## config.mk

```make
export PLATFORM = sky130hd
export DESIGN_NAME = fetch_queue
export DESIGN_NICKNAME = d
export VERILOG_FILES = /design/src/rtl/fetch_queue.sv
export SDC_FILE = /design/constraint.sdc
export NUM_CORES = 1
export LEC_CHECK = 0
export ABC_CLOCK_PERIOD_IN_PS = 4400
export BUFFER_PORTS_ARGS = -buffer_cell sky130_fd_sc_hd__buf_2
export CAP_MARGIN = 40
export CORE_MARGIN = 3
export CORE_UTILIZATION = 40
export CTS_CLUSTER_SIZE = 25
export DETAILED_ROUTE_END_ITERATION = 7
export SLEW_MARGIN = 15
export SYNTH_ARGS = -nofsm -noshare
export SYNTH_HDL_FRONTEND = slang
export SYNTH_SLANG_ARGS = --single-unit
export TNS_END_PERCENT = 100
```

## constraint.sdc

```tcl
create_clock -name clk -period 4.4 [get_ports clk]
set_input_delay 0.22 -clock clk [delete_from_list [all_inputs] [get_ports clk]]
set_output_delay 0.22 -clock clk [all_outputs]
set_load 0.02 [all_outputs]
```

## src/rtl/fetch_queue.sv

```systemverilog
`default_nettype none
// ============================================================================
// Module   : fetch_queue
// Brief    : Circular FIFO between fetch and decode, with exception poisoning
//            and flush. Define FETCH_QUEUE_BYPASS_EN for an empty-queue bypass.
// Revision : 1.0 - initial release
// ============================================================================
module fetch_queue #(
   parameter int DEPTH = 4
) (
   input  logic                     clk,
   input  logic                     reset,
   input  logic                     in_valid,
   input  logic [31:0]              in_PC,
   input  logic [31:0]              in_instruction,
   input  logic [2:0]               in_exception_vector,
   input  logic                     in_flush,
   input  logic                     in_decode_ready,
   output logic                     out_valid,
   output logic [31:0]              out_PC,
   output logic [31:0]              out_instruction,
   output logic [2:0]               out_exception_vector,
   output logic                     out_full,
   output logic [$clog2(DEPTH):0]   out_count
);

   localparam int c_ptr_w = $clog2(DEPTH);
   localparam int c_cnt_w = c_ptr_w + 1;
   localparam logic [c_cnt_w-1:0] c_depth   = c_cnt_w'(DEPTH);
   localparam logic [c_cnt_w-1:0] c_cnt_one = c_cnt_w'(1);
   localparam logic [c_ptr_w-1:0] c_ptr_one = c_ptr_w'(1);

   logic [31:0]        r_pc_mem    [DEPTH];
   logic [31:0]        r_instr_mem [DEPTH];
   logic [2:0]         r_exc_mem   [DEPTH];

   logic [c_ptr_w-1:0] r_head;
   logic [c_ptr_w-1:0] r_tail;
   logic [c_cnt_w-1:0] r_count;
   logic               r_poisoned;

   logic               w_not_empty;
   logic               w_full;
   logic               w_enq;
   logic               w_deq;
   logic               w_accept;
   logic               w_bypass;

   assign w_not_empty = (r_count != '0);
   // A poisoned queue reports full so fetch stops advancing the PC.
   assign w_full      = (r_count == c_depth) || r_poisoned;
   assign w_deq       = w_not_empty && in_decode_ready && !in_flush;

`ifdef FETCH_QUEUE_BYPASS_EN
   logic w_bypass_take;

   assign w_bypass      = !reset && !w_not_empty && in_valid && !r_poisoned && !in_flush;
   // A bypassed entry consumed by decode in the same cycle is never written.
   assign w_bypass_take = w_bypass && in_decode_ready;
   assign w_enq         = in_valid && !w_full && !in_flush && !w_bypass_take;
   assign w_accept      = w_enq || w_bypass_take;
`else
   assign w_bypass      = 1'b0;
   assign w_enq         = in_valid && !w_full && !in_flush;
   assign w_accept      = w_enq;
`endif

   always_ff @(posedge clk or posedge reset) begin
      if (reset) begin
         r_head     <= '0;
         r_tail     <= '0;
         r_count    <= '0;
         r_poisoned <= 1'b0;
      end else if (in_flush) begin
         r_head     <= '0;
         r_tail     <= '0;
         r_count    <= '0;
         r_poisoned <= 1'b0;
      end else begin
         if (w_enq) begin
            r_tail <= r_tail + c_ptr_one;
         end
         if (w_deq) begin
            r_head <= r_head + c_ptr_one;
         end
         if (w_enq && !w_deq) begin
            r_count <= r_count + c_cnt_one;
         end else if (!w_enq && w_deq) begin
            r_count <= r_count - c_cnt_one;
         end
         if (w_accept && (in_exception_vector != 3'd0)) begin
            r_poisoned <= 1'b1;
         end
      end
   end

   // Storage carries no reset: contents are only observable through count.
   always_ff @(posedge clk) begin
      if (w_enq) begin
         r_pc_mem[r_tail]    <= in_PC;
         r_instr_mem[r_tail] <= in_instruction;
         r_exc_mem[r_tail]   <= in_exception_vector;
      end
   end

   always_comb begin
      out_valid            = 1'b0;
      out_PC               = 32'd0;
      out_instruction      = 32'd0;
      out_exception_vector = 3'd0;
      if (w_not_empty) begin
         out_valid            = 1'b1;
         out_PC               = r_pc_mem[r_head];
         out_instruction      = r_instr_mem[r_head];
         out_exception_vector = r_exc_mem[r_head];
      end else if (w_bypass) begin
         out_valid            = 1'b1;
         out_PC               = in_PC;
         out_instruction      = in_instruction;
         out_exception_vector = in_exception_vector;
      end
   end

   assign out_full  = w_full;
   assign out_count = r_count;

endmodule
`default_nettype wire

```

Yosys cells after proc, flatten, opt, wreduce, memory -nomap -nowiden
Memories as Yosys holds them, arrays and structs flattened.
Index checks and enable logic that the tools add are counted.
- add/subtract/negate cells: 4
- reductions and logical operators: 18
- equality and inequality tests: 1
- muxes and demuxes: 15
- operators with widths (operator ; count):
    32-bit 2-to-1 mux ; 2
    3-bit 2-to-1 mux ; 4
    3-bit nonzero test ; 3
    2-bit 2-to-1 mux ; 4
    1-bit logical AND ; 7
    2-bit nonzero test ; 3
    1-bit 2-to-1 mux ; 5
    2-bit by 1-bit adder with 2-bit output, second input constant ; 2
    1-bit zero test ; 4
    3-bit by 1-bit adder with 3-bit output, second input constant ; 1
    3-bit equality test, second input constant ; 1
    3-bit by 1-bit subtractor with 3-bit output, second input constant ; 1
    1-bit logical OR ; 1
- memories: 3
- input bits: 72
- flip-flop bits (word level): 8
- logic and storage cells: 45
- RAM bits: 268
- output and inout port bits: 72
- memories (memory ; words ; width ; rd ports ; clocked after Yosys merged registers in ; write ports ; line ; source):
    r_instr_mem ; 4 ; 32 ; 1 ; 0 ; 1 ; 34 ; logic [31:0] r_instr_mem [DEPTH];
    r_pc_mem ; 4 ; 32 ; 1 ; 0 ; 1 ; 33 ; logic [31:0] r_pc_mem [DEPTH];
    r_exc_mem ; 4 ; 3 ; 1 ; 0 ; 1 ; 35 ; logic [2:0] r_exc_mem [DEPTH];

Longest topological paths before layout
- word-level depth: 10
- gate-level depth with buffers: 8
- mapped depth without buffers: 8

Worst setup path after synthesis
Ideal clock, no wire load.
- path type: reg-to-reg
- start: reg r_count[2] (netlist: out_count[2])
- end: mem r_exc_mem[0][0], enable pin
- buffers on the path: 0
- stages on the path, launching flop included: 5
- library setup time: 0.432 ns
- period minus slack after synthesis: 3.413 ns
- arrival: 2.981 ns
- required time: 3.968 ns
- path slack: 0.987 ns
- cell sequence: dfrtp_1 > nor3b_2 > or2_2 > nor3b_1 > and2_1
- longest elaborated chain between the ends: 7
- RTL lines (item ; line ; source):
    from (decl) ; 39 ; logic [c_cnt_w-1:0] r_count;
    from (signal assigned) ; 87 ; r_count <= r_count + c_cnt_one;
    from (signal assigned) ; 89 ; r_count <= r_count - c_cnt_one;
    3-bit equality test ; 51 ; assign w_full = (r_count == c_depth) || r_poisoned;
    1-bit logical OR ; 51 ;
    net out_full ; 23 ; output logic out_full,
    1-bit zero test ; 64 ; assign w_enq = in_valid && !w_full && !in_flush;
    1-bit logical AND (2 in a row) ; 64 ;
    1-bit 2-to-1 mux ; 99 ; if (w_enq) begin
    1-bit 2-to-1 mux (implied by the code) ; 102 ; r_exc_mem[r_tail] <= in_exception_vector;
    to (decl) ; 35 ;
The timed path passes the listed nets, and every way through them passes these cells.

Final worst setup path
- start: reg r_head[0]
- end: out out_PC[22]
- longest elaborated chain between the ends: 2
- RTL lines (item ; line ; source):
    from (decl) ; 37 ; logic [c_ptr_w-1:0] r_head;
    from (signal assigned) ; 84 ; r_head <= r_head + c_ptr_one;
    memory 4 x 32 bit ; n/a ;
    32-bit 2-to-1 mux ; 111 ; if (w_not_empty) begin
    to (decl) ; 20 ; output logic [31:0] out_PC,
Every way passes these cells.

==> impl_summary.log <==
[metrics] arrival time at the worst endpoint: 2.69 ns
[metrics] H-tree lvl count: 1
[metrics] status: complete, no violations
[metrics] global-route wire length before repair: 33.3 mm
[metrics] data required time of the critical path: 4.18 ns
[metrics] Final Worst Setup Slack: 1.49 ns
[metrics] die span in y: 169 microns
[metrics] fill count: 2174
[metrics] Worst Setup Slack post-DPL: 1.72 ns
[metrics] relative contribution of combinational cells to total power: 0.317
[metrics] static power due to leakage: 0.00462 uW
[metrics] unrepaired setup endpoints after global routing: false
[metrics] Root Buffer: clkbuf_16
[metrics] via count of the first global-routing pass: 5897
[metrics] average size of a mapped cell: 22.2 sq um
[metrics] number of flops mapped to enable cells by yosys: 268
[metrics] switching portion of total power: 0.309
[metrics] most frequent cells in the layout: edfxtp_1, buf_2, dlygate4sd3_1, and2_1, mux4_2
[metrics] Die Wd: 169 microns
[metrics] VDD IR-drop max: 0.342 mV
[metrics] Die Footprint: 28700 sq um
[metrics] ANT nets after route: 0
[metrics] layout cell share with drive strength beyond 1: 0.367
[metrics] area taken by flip-flops and latches: 8260 sq um
[metrics] HP Class: primary input to flip-flop
[metrics] nets in the synthesized netlist: 558
[metrics] pin count of the biggest net entering global routing: 72
[metrics] setup TNS: 0 ns
[metrics] kind of end point of the critical path: output pin
[metrics] count of different cell masters after synthesis: 28
[metrics] maximum buffer depth of the clock tree: 3
[metrics] drt via density: 5.02
[metrics] TritonCTS clock tree: built
[metrics] number of sinks handled by clock tree synthesis: 276
[metrics] share of synthesized area occupied by flip-flops and latches: 0.773
[metrics] critical path type: flip-flop to output pin
[metrics] number of input and output port buffers inserted: 143
[metrics] count of yosys warnings during synthesis: 0
[metrics] count of TritonRoute iterations in the first routing pass: 4
[metrics] net switching power of the design: 2390 uW
[metrics] DRC violations left: 0
[metrics] total number of vias: 5336
[metrics] placeable core area: 26100 sq um
[metrics] synthesized-area fraction occupied by xor and xnor cells: 0.00398
[metrics] gp weighted congestion: 0.859
[metrics] endpoints failing setup: 0
[metrics] multiplexer fraction of the synthesized cell area: 0.145
[metrics] HPWL Detailed: 12.7 mm
[metrics] CP startpoint kind: flip-flop
[metrics] synthesized netlist cell count: 481
[metrics] final clock skew: 0.0154 ns
[metrics] nets: 783
[metrics] final count of hold timing violations: 0
[metrics] basic-gate share of the synthesized area counting and, or, nand and nor cells: 0.0553
[metrics] clock network fraction of total power: 0.275
[metrics] Max Cap Viol: 0
[metrics] flops & latches, synth: 276
[metrics] async set or reset register ratio after synthesis: 0.0290
[metrics] summed instance area of the synthesized netlist: 10700 sq um
[metrics] dominant register cell in the synthesized netlist: edfxtp_1
[metrics] Reg clk slew, reported paths: 0.06 ns
[metrics] count of boundary I/O pins: 144
[metrics] area fraction in compound gates after synthesis: 0.00129
[metrics] Clk Latency, worst-skew pair: 0.52 ns
[metrics] max-slew violation count: 0
[metrics] total power per unit cell area: 579 nW/um^2
[metrics] ratio of final minimum period to clock period: 0.662
[metrics] Tot GR Track Use: 0.148
[metrics] fin crit period: 2.91 ns
[metrics] Layout Area Growth over Synthesis: 25.4%
[metrics] commonest non-fill, non-tap cell in the layout: edfxtp_1
[metrics] count of non-filler cells in the finished layout: 1062
[metrics] initial antenna violation count: 2
[metrics] adder and majority gate portion of the synthesized area: 0.00656
[metrics] cell internal pwr: 5360 uW
[metrics] Crit Path Max Fanout: 32
[metrics] total number of placement rows: 59
[metrics] initial cell density of the core: 0.409
[metrics] main combinational cell family by area after synthesis: multiplexers
[metrics] wire per inst: 19.7 microns
[metrics] final WL: 21.0 mm
[metrics] post-placement cell count: 943
[metrics] worst slew slack as a fraction of its limit: 0.507
[metrics] number of buffers added by the clock tree synthesis step: 27
[metrics] top achievable clock speed: 0.343 GHz
[metrics] residual overflow from global routing: 0
[metrics] share of power burned in registers: 0.408
[metrics] slew at the pin closest to its max-slew limit: 0.739 ns
[metrics] Hold Worst Slack: 0.107 ns
[metrics] starting DRC count in detailed routing: 278
[metrics] count of buffers added by post-CTS timing repair for setup: 0
[metrics] multi-input logic area: 2280 sq um
==> path summary, 6_finish.rpt <==
check / from / to / slack [ns] / cells after the start
worst max-delay path: r_head[0]$_DFFE_PP0P_ / out_PC[22] / 1.49 / 5
worst min-delay path: in_decode_ready / r_head[0]$_DFFE_PP0P_ / 0.11 / 4
worst max register to register: out_count[2]$_DFFE_PP0P_ / r_pc_mem[1][20]$_DFFE_PP_ / 1.67 / 5
worst min register to register: r_tail[1]$_DFFE_PP0P_ / r_tail[1]$_DFFE_PP0P_ / 0.61 / 2
max in group asynchronous: reset / r_head[1]$_DFFE_PP0P_ / 3.91 / 3
min in group asynchronous: reset / r_poisoned$_DFFE_PP0P_ / 0.21 / 3
==> flip-flops by register name, indices dropped and copies added, names as in the netlist <==
register and flops:
out_count 3, r_pc_mem 128, r_head 2, r_instr_mem 128
r_poisoned 1, r_exc_mem 12, r_tail 2
==> power groups by stage <==
stage	clock network (uW)	logic (uW)	registers, uW
finish	2130	2460	3160
detailed placement	0	2460	3220
floorplan	0	1710	3180
global placement	0	2270	3330
global route	2300	2670	3180
CTS	2180	2530	3160
==> layer usage <==
metal / global-route usage / vias up / wire (microns)
li1: - / 2383 / -
met1: 0.196 / 2773 / 8930
met2: 0.254 / 142 / 10500
met3: 0.0280 / 38 / 1080
met4: 0.0416 / 0 / 431
met5: 0 / - / 0
==> metrics by stage <==
stage	cell area (sq um)	utilization	power, uW
after floorplan	10700	-	4890
after global placement	11700	0.448	5600
final	13400	0.512	7750
after CTS	13400	0.512	7870
after detailed placement	11900	0.455	5680
after global routing	13400	0.512	8150
==> Yosys cell counts (all sizes together), types with 2 or more instances <==
cell type  instances  area [sq um]
edfxtp           268          8050
and2              72           450
mux4              67          1510
buf               13          93.8
clkbuf            12          45.0
nor2              10          37.5
dfrtp              8           200
inv                5          18.8
ha                 4          50.1
mux2               3          33.8
nor3b              3          38.8
xor2               3          33.8
nand3              2          10.0
or3                2          12.5
==> cell type report <==
class	count	area share
diodes	2	0.000374
clock buffers	33	0.0521
clock inverters	15	0.00888
inverters	5	0.00140
multi-input cells	175	0.170
flip-flops and latches	276	0.617
well taps	335	0.0313
repair buffers	221	0.119
==> logic make-up (layout without fill, tap and decap cells) <==
logic type	after synthesis	after routing
AOI/OAI and AO/OA	2	2
xor gates and xnor gates	4	4
adders and majority gates	5	5
buffers and inverters	30	274
DFF	276	276
muxes	71	71
other	0	2
and+or+nand+nor	93	93
==> timing repair <==
| item | 4_1_cts | 5_1_grt |
|---|---|---|
| endpoints found under the hold margin | 278 | 0 |
| hold buffers | 69 | 0 |
| resized for setup | 0 | 0 |
==> worst max-delay path, stage by stage, from the launching register on <==
cell	delay [ns]
dfrtp_4	0.60
buf_16	0.29
buf_4	0.36
mux4_2	0.56
and2_1	0.18
buf_2	0.16
(Power assumes the default switching activity.)
